$ cat src/rtl/multicycle_control.sv
// Multi-cycle sequencing controller for the 3-bit-opcode core.
// Steps fetch/decode/execute/memory/writeback and drives datapath muxes.
module multicycle_control #(
    parameter int MEM_TIMEOUT = 15,
    parameter int COUNT_W     = 16
) (
    input  logic               clk,
    input  logic               rst,
    input  logic               run,
    input  logic [2:0]         opcode,
    input  logic               zero,
    input  logic               mem_ready,
    output logic               mem_req,
    output logic               mem_we,
    output logic               iord,
    output logic               ir_write,
    output logic               pc_write,
    output logic [1:0]         pc_src,
    output logic               reg_write,
    output logic [1:0]         reg_dst,
    output logic [1:0]         mem_to_reg,
    output logic               alu_src_a,
    output logic [1:0]         alu_src_b,
    output logic [1:0]         alu_op,
    output logic [3:0]         state,
    output logic               retire,
    output logic [COUNT_W-1:0] retired_cnt,
    output logic               fault
);

    typedef enum logic [3:0] {
        S_IDLE     = 4'd0,
        S_FETCH    = 4'd1,
        S_DECODE   = 4'd2,
        S_EXEC_R   = 4'd3,
        S_WB_R     = 4'd4,
        S_EXEC_I   = 4'd5,
        S_WB_I     = 4'd6,
        S_MEM_ADDR = 4'd7,
        S_MEM_RD   = 4'd8,
        S_WB_MEM   = 4'd9,
        S_MEM_WR   = 4'd10,
        S_BRANCH   = 4'd11,
        S_JUMP     = 4'd12,
        S_JAL      = 4'd13,
        S_FAULT    = 4'd15
    } state_t;

    localparam int WW = $clog2(MEM_TIMEOUT + 2);
    localparam logic [WW-1:0] WAIT_LAST = WW'(MEM_TIMEOUT - 1);

    state_t        cur;
    state_t        nxt;
    logic [WW-1:0] wait_cnt;
    logic          mem_state;
    logic          timeout;

    assign mem_state = (cur == S_FETCH) || (cur == S_MEM_RD) || (cur == S_MEM_WR);
    assign timeout   = (MEM_TIMEOUT != 0) && !mem_ready && (wait_cnt == WAIT_LAST);
    assign state     = cur;
    assign fault     = (cur == S_FAULT);

    always_ff @(posedge clk) begin
        if (rst) begin
            cur         <= S_IDLE;
            wait_cnt    <= '0;
            retired_cnt <= '0;
        end else begin
            cur <= nxt;
            // A state change means a fresh request, so the wait count restarts
            if (nxt != cur || mem_ready)
                wait_cnt <= '0;
            else if (mem_state)
                wait_cnt <= wait_cnt + WW'(1);
            if (retire)
                retired_cnt <= retired_cnt + COUNT_W'(1);
        end
    end

    always_comb begin
        nxt        = cur;
        mem_req    = 1'b0;
        mem_we     = 1'b0;
        iord       = 1'b0;
        ir_write   = 1'b0;
        pc_write   = 1'b0;
        pc_src     = 2'b00;
        reg_write  = 1'b0;
        reg_dst    = 2'b00;
        mem_to_reg = 2'b00;
        alu_src_a  = 1'b0;
        alu_src_b  = 2'b00;
        alu_op     = 2'b00;
        retire     = 1'b0;
        case (cur)
            S_IDLE: begin
                if (run)
                    nxt = S_FETCH;
            end
            S_FETCH: begin
                mem_req   = 1'b1;
                alu_src_b = 2'b01;
                if (timeout) begin
                    nxt = S_FAULT;
                end else if (mem_ready) begin
                    ir_write = 1'b1;
                    pc_write = 1'b1;
                    nxt      = S_DECODE;
                end
            end
            S_DECODE: begin
                alu_src_b = 2'b11;
                case (opcode)
                    3'b000, 3'b001: nxt = S_EXEC_R;
                    3'b111:         nxt = S_EXEC_I;
                    3'b100, 3'b101: nxt = S_MEM_ADDR;
                    3'b110:         nxt = S_BRANCH;
                    3'b010:         nxt = S_JUMP;
                    default:        nxt = S_JAL;
                endcase
            end
            S_EXEC_R: begin
                alu_src_a = 1'b1;
                alu_op    = (opcode == 3'b001) ? 2'b11 : 2'b10;
                nxt       = S_WB_R;
            end
            S_WB_R: begin
                reg_write = 1'b1;
                reg_dst   = 2'b01;
                retire    = 1'b1;
            end
            S_EXEC_I: begin
                alu_src_a = 1'b1;
                alu_src_b = 2'b10;
                nxt       = S_WB_I;
            end
            S_WB_I: begin
                reg_write = 1'b1;
                retire    = 1'b1;
            end
            S_MEM_ADDR: begin
                alu_src_a = 1'b1;
                alu_src_b = 2'b10;
                nxt       = opcode[0] ? S_MEM_WR : S_MEM_RD;
            end
            S_MEM_RD: begin
                mem_req = 1'b1;
                iord    = 1'b1;
                if (timeout)
                    nxt = S_FAULT;
                else if (mem_ready)
                    nxt = S_WB_MEM;
            end
            S_WB_MEM: begin
                reg_write  = 1'b1;
                mem_to_reg = 2'b01;
                retire     = 1'b1;
            end
            S_MEM_WR: begin
                mem_req = 1'b1;
                iord    = 1'b1;
                mem_we  = 1'b1;
                if (timeout)
                    nxt = S_FAULT;
                else if (mem_ready)
                    retire = 1'b1;
            end
            S_BRANCH: begin
                alu_src_a = 1'b1;
                alu_op    = 2'b01;
                pc_src    = 2'b01;
                pc_write  = zero;
                retire    = 1'b1;
            end
            S_JUMP: begin
                pc_write = 1'b1;
                pc_src   = 2'b10;
                retire   = 1'b1;
            end
            S_JAL: begin
                reg_write  = 1'b1;
                reg_dst    = 2'b10;
                mem_to_reg = 2'b10;
                pc_write   = 1'b1;
                pc_src     = 2'b10;
                retire     = 1'b1;
            end
            S_FAULT: begin
                nxt = S_FAULT;
            end
            default: begin
                nxt = S_IDLE;
            end
        endcase
        if (retire)
            nxt = run ? S_FETCH : S_IDLE;
    end

endmodule

$ cat config.mk
export PLATFORM = sky130hd
export DESIGN_NAME = multicycle_control
export DESIGN_NICKNAME = d
export VERILOG_FILES = /design/src/rtl/multicycle_control.sv
export SDC_FILE = /design/constraint.sdc
export NUM_CORES = 1
export LEC_CHECK = 0
export CORE_MARGIN = 3
export CORE_UTILIZATION = 45
export CTS_BUF_LIST = sky130_fd_sc_hd__clkbuf_2 sky130_fd_sc_hd__clkbuf_4 sky130_fd_sc_hd__clkbuf_8
export DETAILED_ROUTE_END_ITERATION = 10
export GPL_ROUTABILITY_DRIVEN = 1
export PLACE_DENSITY = 0.87
export SYNTH_ARGS = -nofsm -noshare
export SYNTH_HDL_FRONTEND = slang
export SYNTH_SLANG_ARGS = --single-unit
$ cat constraint.sdc
create_clock -name clk -period 2.15 [get_ports clk]
set_input_delay 0.43 -clock clk [delete_from_list [all_inputs] [get_ports clk]]
set_output_delay 0.43 -clock clk [all_outputs]
set_load 0.01 [all_outputs]
* After elaboration in Yosys (flattened, before gate mapping)
Index checks and enable logic that the tools add are counted.
Word-level totals: bits in registers 25, input bits 8, output and inout bits 39
Operators by class: add/subtract/negate cells 2, equal/unequal tests 22, muxes and demuxes 27, reductions and logical operators 17
Operators with widths (number):
- one-hot mux 4 bit (10 select lines) | 1
- equality test 4 bit, second input constant | 7
- 2-to-1 mux 4 bit | 7
- one-hot mux 4 bit (5 select lines) | 1
- adder 16 x 1 -> 16 bit, second input constant | 1
- equality test 4 x 3 -> 1 bit, second input constant | 4
- one-hot mux 2 bit (2 select lines) | 4
- equality test 3 bit, second input constant | 4
- OR reduction 2 bit | 6
- 2-to-1 mux 1 bit | 10
- equality test 4 x 2 -> 1 bit, second input constant | 2
- OR reduction 4 bit | 2
- one-hot mux 2 bit (3 select lines) | 1
- OR reduction 6 bit | 1
- adder 5 x 1 -> 5 bit, second input constant | 1
- equality test 5 x 4 -> 1 bit, second input constant | 1
- equality test 4 x 1 -> 1 bit, second input constant | 1
- zero test 4 bit | 1
- != test 4 bit | 1
- equality test 3 x 1 -> 1 bit, second input constant | 1
- equality test 3 x 2 -> 1 bit, second input constant | 1
- zero test 3 bit | 1
- logical OR 1 bit | 3
- one-hot mux 1 bit (3 select lines) | 1
- 5 further kinds | 5

* Longest topological paths before layout
Gate-level depths: netlist (run 1).
depth in word-level cells 8, depth in mapped cells 9, gate-level depth less buffers 8

* Least setup slack after synthesis (run 1)
OpenSTA, ideal clock, no wires.
path kind register to register, from register cur[1] (netlist: state[1]), to register wait_cnt[1], library setup time 121 ps, arrival time 1626 ps, data required time 2029 ps, path slack 403 ps, stages on the path, launching flop included 8, clock period less this slack 1747 ps, cells stage by stage dfxtp_1 -> buf_2 -> nor4b_1 -> a221oi_1 -> a41o_1 -> a31oi_1 -> o21bai_2 -> nor2_1
Between the ends: word-level cells in the longest chain between the ends 7
Ends and longest elaborated chain:
- start, declared | line 52 | state_t cur;
- start signal, assigned | line 69 | cur <= nxt;
- equality test 4 bit, or another cell as far along | line 95 | case (cur)
- OR reduction 6 bit (no source line), or another cell as far along
- one-hot mux 4 bit (10 select lines) / one-hot mux 1 bit (2 select lines) (equally long branches) | line 95
- 2-to-1 mux 4 bit | line 195 | if (retire)
- != test 4 bit | line 71 | if (nxt != cur || mem_ready)
- logical OR 1 bit | line 71
- OR reduction 2 bit (no source line)
- end signal, assigned | line 74 | wait_cnt <= wait_cnt + WW'(1);
- end, declared | line 54 | logic [WW-1:0] wait_cnt;
Several ways; a longest one is shown, not always the timed one. A chain may end at the register's enable or synchronous reset.

* Worst setup path in the final report (run 1)
from register cur[1] (netlist: state[1]), to output port mem_to_reg[1]
Between the ends: word-level cells in the longest chain between the ends 2
Ends and longest elaborated chain:
- equality test 4 bit | line 95
- one-hot mux 2 bit (2 select lines) * | line 95
- end, declared | line 21 | output logic [1:0] mem_to_reg,
Mark *: on every way between the ends. The rest lies on a longest branch, timed or not.

==> reports/results.ini, run 1 <==
[status]
status = completed

[worst_setup_path]
worstSetupPathType = flip-flop to output pin
worstPathMaxFanout = 14
cp.arrival_ps = 1660
critPathCaptureType = output pin
cp.required_ps = 1720
worstSetupStartpointType = flip-flop

[detailed_routing]
ant_nets = 0
via_count = 1756
drt_iter0_markers = 70
totalWireLength_um = 4280
route.detailed.drc = 0
vias_per_cell = 5.44
routedWlPerCell_um = 13.2
drt_first_pass_iters = 4

[placed_design]
place_congestion = 0.874
portBuffers = 46
dp.cells = 319
dp_hpwl_um = 3400
placed_area_um2 = 2330

[floorplan]
die_w_um = 67.6
die-area_um2 = 4570
ioPinCount = 47
rows = 21
start_util_pct = 48.8
dieHeight_um = 67.6
core_um2 = 3490

[synthesis]
synth_top_family_by_area = simple AND/OR/NAND/NOR gates
synth_fa_ha_area_share_pct = 2.20
syn-instance-count = 216
yosysSeqAreaShare_pct = 29.3
synth-edff-count = 0
synth_cell_types = 52
synth_xor_area_share_pct = 9.24
synth_area_um2 = 1710
synth-simple-area-share_pct = 31.8
muxShareOfSynthArea_pct = 1.76
yosys-top-cells-area = dfxtp_1 29%, nor2_1 7.0%, xor2_1 5.1%
yosysTopAreaCell = dfxtp_1
synth_commonest_cells = 32 x nor2_1, 25 x dfxtp_1, 18 x nand2_1
synth-main-ff-cell = dfxtp_1
synth_compound_area_share_pct = 19.7
yosys_register_bits = 25
netlist.area_leader.share_pct = 29.3
avgSynthCellArea_um2 = 7.90
ys_warn_count = 0
synthesis.nets = 227
post-synth-top-count-cell = nor2_1
ys_async_sr_fraction_pct = 0

[timing]
worst_clock_skew_ps = 5.16
maxSlewViolCount = 0
post-route-period-util_pct = 97.4
max_freq_mhz = 477
setup_violations = 0
fin_hold_ws_ps = 505
worst_pin_slew_ps = 549
rsz0062_at_grt = true
max_slew_margin_pct = 63.0
period_needed_ps = 2090
hold_viol_final = 0

[grt]
grt_pass1_vias = 1598
grt_usage_pct = 20.3
antenna_found_initial = 0
grt_pass1_wl_um = 7310
grt_max_degree = 21
grt-ovfl-total = 0

[power]
switching_share_pct = 35.6
powerDensity_nw_per_um2 = 624
clkPwrFrac_pct = 18.9
leakage_nw = 1.02
power_switching_mw = 0.537
seq_power_share_pct = 34.9
ir_worst_vdd_v = 0.000436
combPwrFrac_pct = 46.2
p_int_mw = 0.972

[clock_tree]
cts_tree = done
h-tree-depth = 1
cts.sinks = 25
cts_buffer_depth = 2
insertion_delay_ps = 270
cts_hold_buf = 0
clock-root-buffer = clkbuf_8
postCtsSetupBuffers = 0
cts_made_buffers = 3
cts.reportedPaths.clkPinSlew_ps = 90

[layout]
final_area_um2 = 2420
n_antenna_cell = 0
fin_cells = 323
area_growth_pct = 41.8
drive_gt1_share_pct = 17.7
nets = 289
nFillCells = 284

[hold_path]
min_path_type = flip-flop to flip-flop

[run]
maxCapViolCount = 0

[metal layers]
metal  GRT usage, %  share of wire (%)  vias to the layer above
met5              0                  0                        -
met4           4.05               0.72                        0
met3           3.83                3.6                        6
met2           33.9                 50                       28
met1           27.0                 45                      839
li1               -                  -                      883
[worst paths after layout]
| check | start | to | slack [ps] | cells after the start |
|---|---|---|---|---|
| worst max-delay path | state[1] | mem_to_reg[1] | 60 | 3 |
| worst min-delay path | retired_cnt[9] | retired_cnt[9] | 510 | 2 |
| worst max register to register | state[1] | retired_cnt[6] | 250 | 8 |
| worst min register to register | retired_cnt[9] | retired_cnt[9] | 510 | 2 |
[metrics by stage]
stage | setup TNS [ps] | total power [mW] | util (%) | setup WS (ps)
floorplan | 0 | 0.937 | - | 403
global placement | -514 | 1.22 | 66.8 | -152
detailed placement | -1140 | 1.23 | 66.8 | -179
CTS | 0 | 1.51 | 68.6 | 14.7
global route | -1.43 | 1.60 | 69.2 | -1.43
finish | 0 | 1.51 | 69.2 | 55.1
[sequential cells by signal, indices dropped and copies added (netlist names)]
| name | count |
|---|---|
| state | 4 |
| wait_cnt | 5 |
| retired_cnt | 16 |
[power by group through the flow]
stage,Combinational (mW),Sequential (mW),Clock (mW)
floorplan,0.412,0.524,0
global placement,0.688,0.532,0
detailed placement,0.700,0.531,0
CTS,0.696,0.524,0.289
global route,0.760,0.531,0.309
finish,0.698,0.527,0.285
[cell usage in the layout, fill, tap and decap left out, types with 2 or more instances in the layout]
cell type and n:
clkdlybuf4s50_1 32, nor2_1 30, buf_4 25, dfxtp_1 21, nand2_1 17, o21ai_0 12
xor2_1 10, dlygate4sd2_1 10, a21oi_1 8, xnor2_1 8, nor3_1 7, a211oi_1 6
nand4_1 6, nand2b_1 5, nor2b_1 5, inv_1 4, and4_1 4, a31oi_1 4
nand3_1 4, dlymetal6s2s_1 4, and3_1 3, ha_1 3, clkbuf_8 3, mux2i_1 2
nor4bb_1 2, nor3b_1 2, a21boi_0 2, or3_1 2, o211ai_1 2, dfxtp_2 2
dfxtp_4 2
[cells by family (layout without fill, tap and decap cells)]
kind of cell             count (synthesis)  in the layout
AND/OR/NAND/NOR                        102            102
AO/OA/AOI/OAI                           46             46
flip-flops                              25             25
buffers and inverters                   19             80
XOR/XNOR                                18             18
adder cells (fa/ha/maj)                  3              3
multiplexers                             3              3
[cell type report]
| cell class | instances | area, um^2 | share of cell area (%) |
|---|---|---|---|
| well taps | 46 | 57.6 | 2.38 |
| multi-input cells | 172 | 1130 | 46.6 |
| flip-flops and latches | 25 | 510 | 21.1 |
| repair buffers | 72 | 661 | 27.3 |
| clock buffers | 3 | 41.3 | 1.71 |
| inverters | 4 | 15.0 | 0.620 |
| clock inverters | 1 | 7.51 | 0.310 |
[critical path, stage by stage, from the launching register on]
cell and delay (ps):
dfxtp_4 400, or2b_4 290, nor2_1 140, clkdlybuf4s50_1 560
[timing repair]
action	4_1_cts	5_1_grt
pin swaps	1	0
gates resized for setup	21	8
setup endpoints to repair	19	7
Power figures use the tool's default switching activity.
==> inputs of run 2 (changes only) <==
--- a/config.mk
+++ b/config.mk
@@ -8,9 +8,11 @@
 export CORE_MARGIN = 3
 export CORE_UTILIZATION = 45
 export CTS_BUF_LIST = sky130_fd_sc_hd__clkbuf_2 sky130_fd_sc_hd__clkbuf_4 sky130_fd_sc_hd__clkbuf_8
+export CTS_CLUSTER_DIAMETER = 120
 export DETAILED_ROUTE_END_ITERATION = 10
 export GPL_ROUTABILITY_DRIVEN = 1
 export PLACE_DENSITY = 0.87
+export SLEW_MARGIN = 15
 export SYNTH_ARGS = -nofsm -noshare
 export SYNTH_HDL_FRONTEND = slang
 export SYNTH_SLANG_ARGS = --single-unit
==> results of run 2 <==
The final DEF is identical to that of run 1; final timing and power are the same.
==> inputs of run 3 (changes only) <==
--- a/config.mk
+++ b/config.mk
@@ -6,12 +6,13 @@
 export NUM_CORES = 1
 export LEC_CHECK = 0
 export CORE_MARGIN = 3
-export CORE_UTILIZATION = 45
+export CORE_UTILIZATION = 50
 export CTS_BUF_LIST = sky130_fd_sc_hd__clkbuf_2 sky130_fd_sc_hd__clkbuf_4 sky130_fd_sc_hd__clkbuf_8
 export CTS_CLUSTER_DIAMETER = 120
 export DETAILED_ROUTE_END_ITERATION = 10
 export GPL_ROUTABILITY_DRIVEN = 1
-export PLACE_DENSITY = 0.87
+export HOLD_SLACK_MARGIN = 0.12
+export PLACE_DENSITY = 0.94
 export SLEW_MARGIN = 15
 export SYNTH_ARGS = -nofsm -noshare
 export SYNTH_HDL_FRONTEND = slang
==> reports/results.ini, run 3 (synthesis results as in run 1) <==
[clock_tree]
cts.reportedPaths.clkPinSlew_ps = 160  ; was 90 ps
cts_buffer_depth = 2  ; unchanged
clock-root-buffer = clkbuf_4  ; was clkbuf_8
cts_hold_buf = 0  ; unchanged
cts_tree = done  ; unchanged
cts.sinks = 25  ; unchanged
insertion_delay_ps = 330  ; was 270 ps
h-tree-depth = 1  ; unchanged
cts_made_buffers = 3  ; unchanged

[layout]
largest_reg_flops = 16  ; unchanged
final_area_um2 = 2430  ; was 2420 um^2
area_growth_pct = 42.7  ; was 41.8%
n_antenna_cell = 0  ; unchanged
drive_gt1_share_pct = 19.5  ; was 17.7%
nets = 294  ; was 289
layout_common_cells = 32 x nor2_1, 29 x buf_4, 27 x clkdlybuf4s50_1  ; was 32 x clkdlybuf4s50_1, 30 x nor2_1, 25 x buf_4
final_common_cell = nor2_1  ; was clkdlybuf4s50_1
max_flop_register = retired_cnt  ; unchanged
utilization_pct = 77.2  ; was 69.2%

[placed_design]
place_congestion = 0.871  ; was 0.874
placed_area_um2 = 2320  ; was 2330 um^2
dp_hpwl_um = 3600  ; was 3400 um
portBuffers = 46  ; unchanged

[floorplan]
dieHeight_um = 64.4  ; was 67.6 um
core_um2 = 3150  ; was 3490 um^2
ioPinCount = 47  ; unchanged
die_w_um = 64.4  ; was 67.6 um
die-area_um2 = 4150  ; was 4570 um^2
rows = 20  ; was 21
start_util_pct = 54.1  ; was 48.8%

[run]
maxCapViolCount = 0  ; unchanged

[detailed_routing]
m1WireLength_um = 2160  ; was 1930 um
totalWireLength_um = 5570  ; was 4280 um
ant_nets = 0  ; unchanged
vias_per_cell = 6.02  ; was 5.44
routedWlPerCell_um = 17.1  ; was 13.2 um
via_count = 1962  ; was 1756
topRoutingLayerUsed = met4  ; unchanged
dr_wl_met2_um = 2770  ; was 2160 um
drt_iter0_markers = 191  ; was 70
dr_wl_met3_um = 511  ; was 155 um
drt_first_pass_iters = 6  ; was 4
route.detailed.drc = 0  ; unchanged

[power]
ir_worst_vdd_v = 0.000378  ; was 0.000436 V
powerDensity_nw_per_um2 = 629  ; was 624 nW/um^2
leakage_nw = 1.04  ; was 1.02 nW

[worst_setup_path]
cp.arrival_ps = 1660  ; about the same
critPathCaptureType = output pin  ; unchanged
critPathTopFamily = buffers and inverters  ; unchanged
worstSetupStartpointType = flip-flop  ; unchanged
cpPeakStageDelay_ps = 550  ; was 560 ps
path_buf_inv = 3  ; was 1
cp.required_ps = 1720  ; about the same
crit_chain = buf_4 > buf_6 > clkdlybuf4s50_1  ; was or2b_4 > nor2_1 > clkdlybuf4s50_1
cp_slowest_cell = clkdlybuf4s50_1  ; unchanged
worstSetupPathType = flip-flop to output pin  ; unchanged
worstPathMaxFanout = 15  ; was 14

[timing]
maxSlewViolCount = 0  ; unchanged
hold_viol_final = 0  ; unchanged
post-route-period-util_pct = 97.3  ; was 97.4%
setup_violations = 0  ; unchanged
max_slew_margin_pct = 58.5  ; was 63.0%
worst_clock_skew_ps = 22.4  ; was 5.16 ps
rsz0062_at_grt = false  ; was true
worst_pin_slew_ps = 615  ; was 549 ps
max_freq_mhz = 478  ; was 477 MHz
period_needed_ps = 2090  ; about the same

[grt]
antenna_found_initial = 0  ; unchanged
grt-ovfl-total = 0  ; unchanged
grt_pass1_wl_um = 8900  ; was 7310 um
grt_pass1_vias = 1884  ; was 1598
grt_usage_pct = 26.7  ; was 20.3%
grt_max_degree = 21  ; unchanged

[status]
status = completed  ; unchanged

[hold_path]
min_path_type = flip-flop to flip-flop  ; unchanged

run 3: per-stage QoR:
stage / setup WS, ps / std cells / power [mW] / TNS, ps / hold WS (ps)
floorplan: 403 / 216 / 0.937 / 0 / 511
global placement: -148 / 315 / 1.21 / -427 / 483
detailed placement: -197 / 315 / 1.23 / -1080 / 497
CTS: 1.47 / 326 / 1.48 / 0 / 517
global route: 15.1 / 326 / 1.60 / 0 / 576
finish: 57.1 / 326 / 1.53 / 0 / 556
run 3: layer usage:
layer	up-vias	track usage, %
met5	-	0
met3	20	5.20
met4	0	8.18
li1	897	-
met1	904	33.8
met2	141	45.9
run 3: path summary, 6_finish.rpt:
path	endpoint	start	slack [ps]	depth (start not counted)
min	retired_cnt[13]	retired_cnt[13]	560	2
max reg2reg	wait_cnt[4]	state[3]	100	9
min reg2reg	retired_cnt[13]	retired_cnt[13]	560	2
max	state[1]	state[1]	60	3
run 3: final cells by class:
type,count,area (um^2)
tap,44,55.1
clock buffer,3,22.5
clock inverter,1,7.51
sequential,25,508
timing repair buffer,77,681
multi-input combinational,172,1150
inverter,4,15.0
fill,229,718
run 3: power breakdown:
group          switching, mW  leakage, nW  total (mW)  internal [mW]
Combinational          0.409        0.822       0.789          0.380
Clock                  0.150       0.0139       0.221         0.0712
Sequential            0.0338        0.204       0.521          0.487
run 3: repair_timing:
action | in CTS | in global routing
gates resized for setup | 28 | 8
setup buffers | 7 | 0
endpoints found under the setup margin | 27 | 9
hold endpoints to repair | 0 | 0
pin swaps | 1 | 0
run 3: tightest hold or removal path, stage by stage (launching register included):
cell	delay, ps
dfxtp_1	370
o21ai_0	80
a21oi_1	70
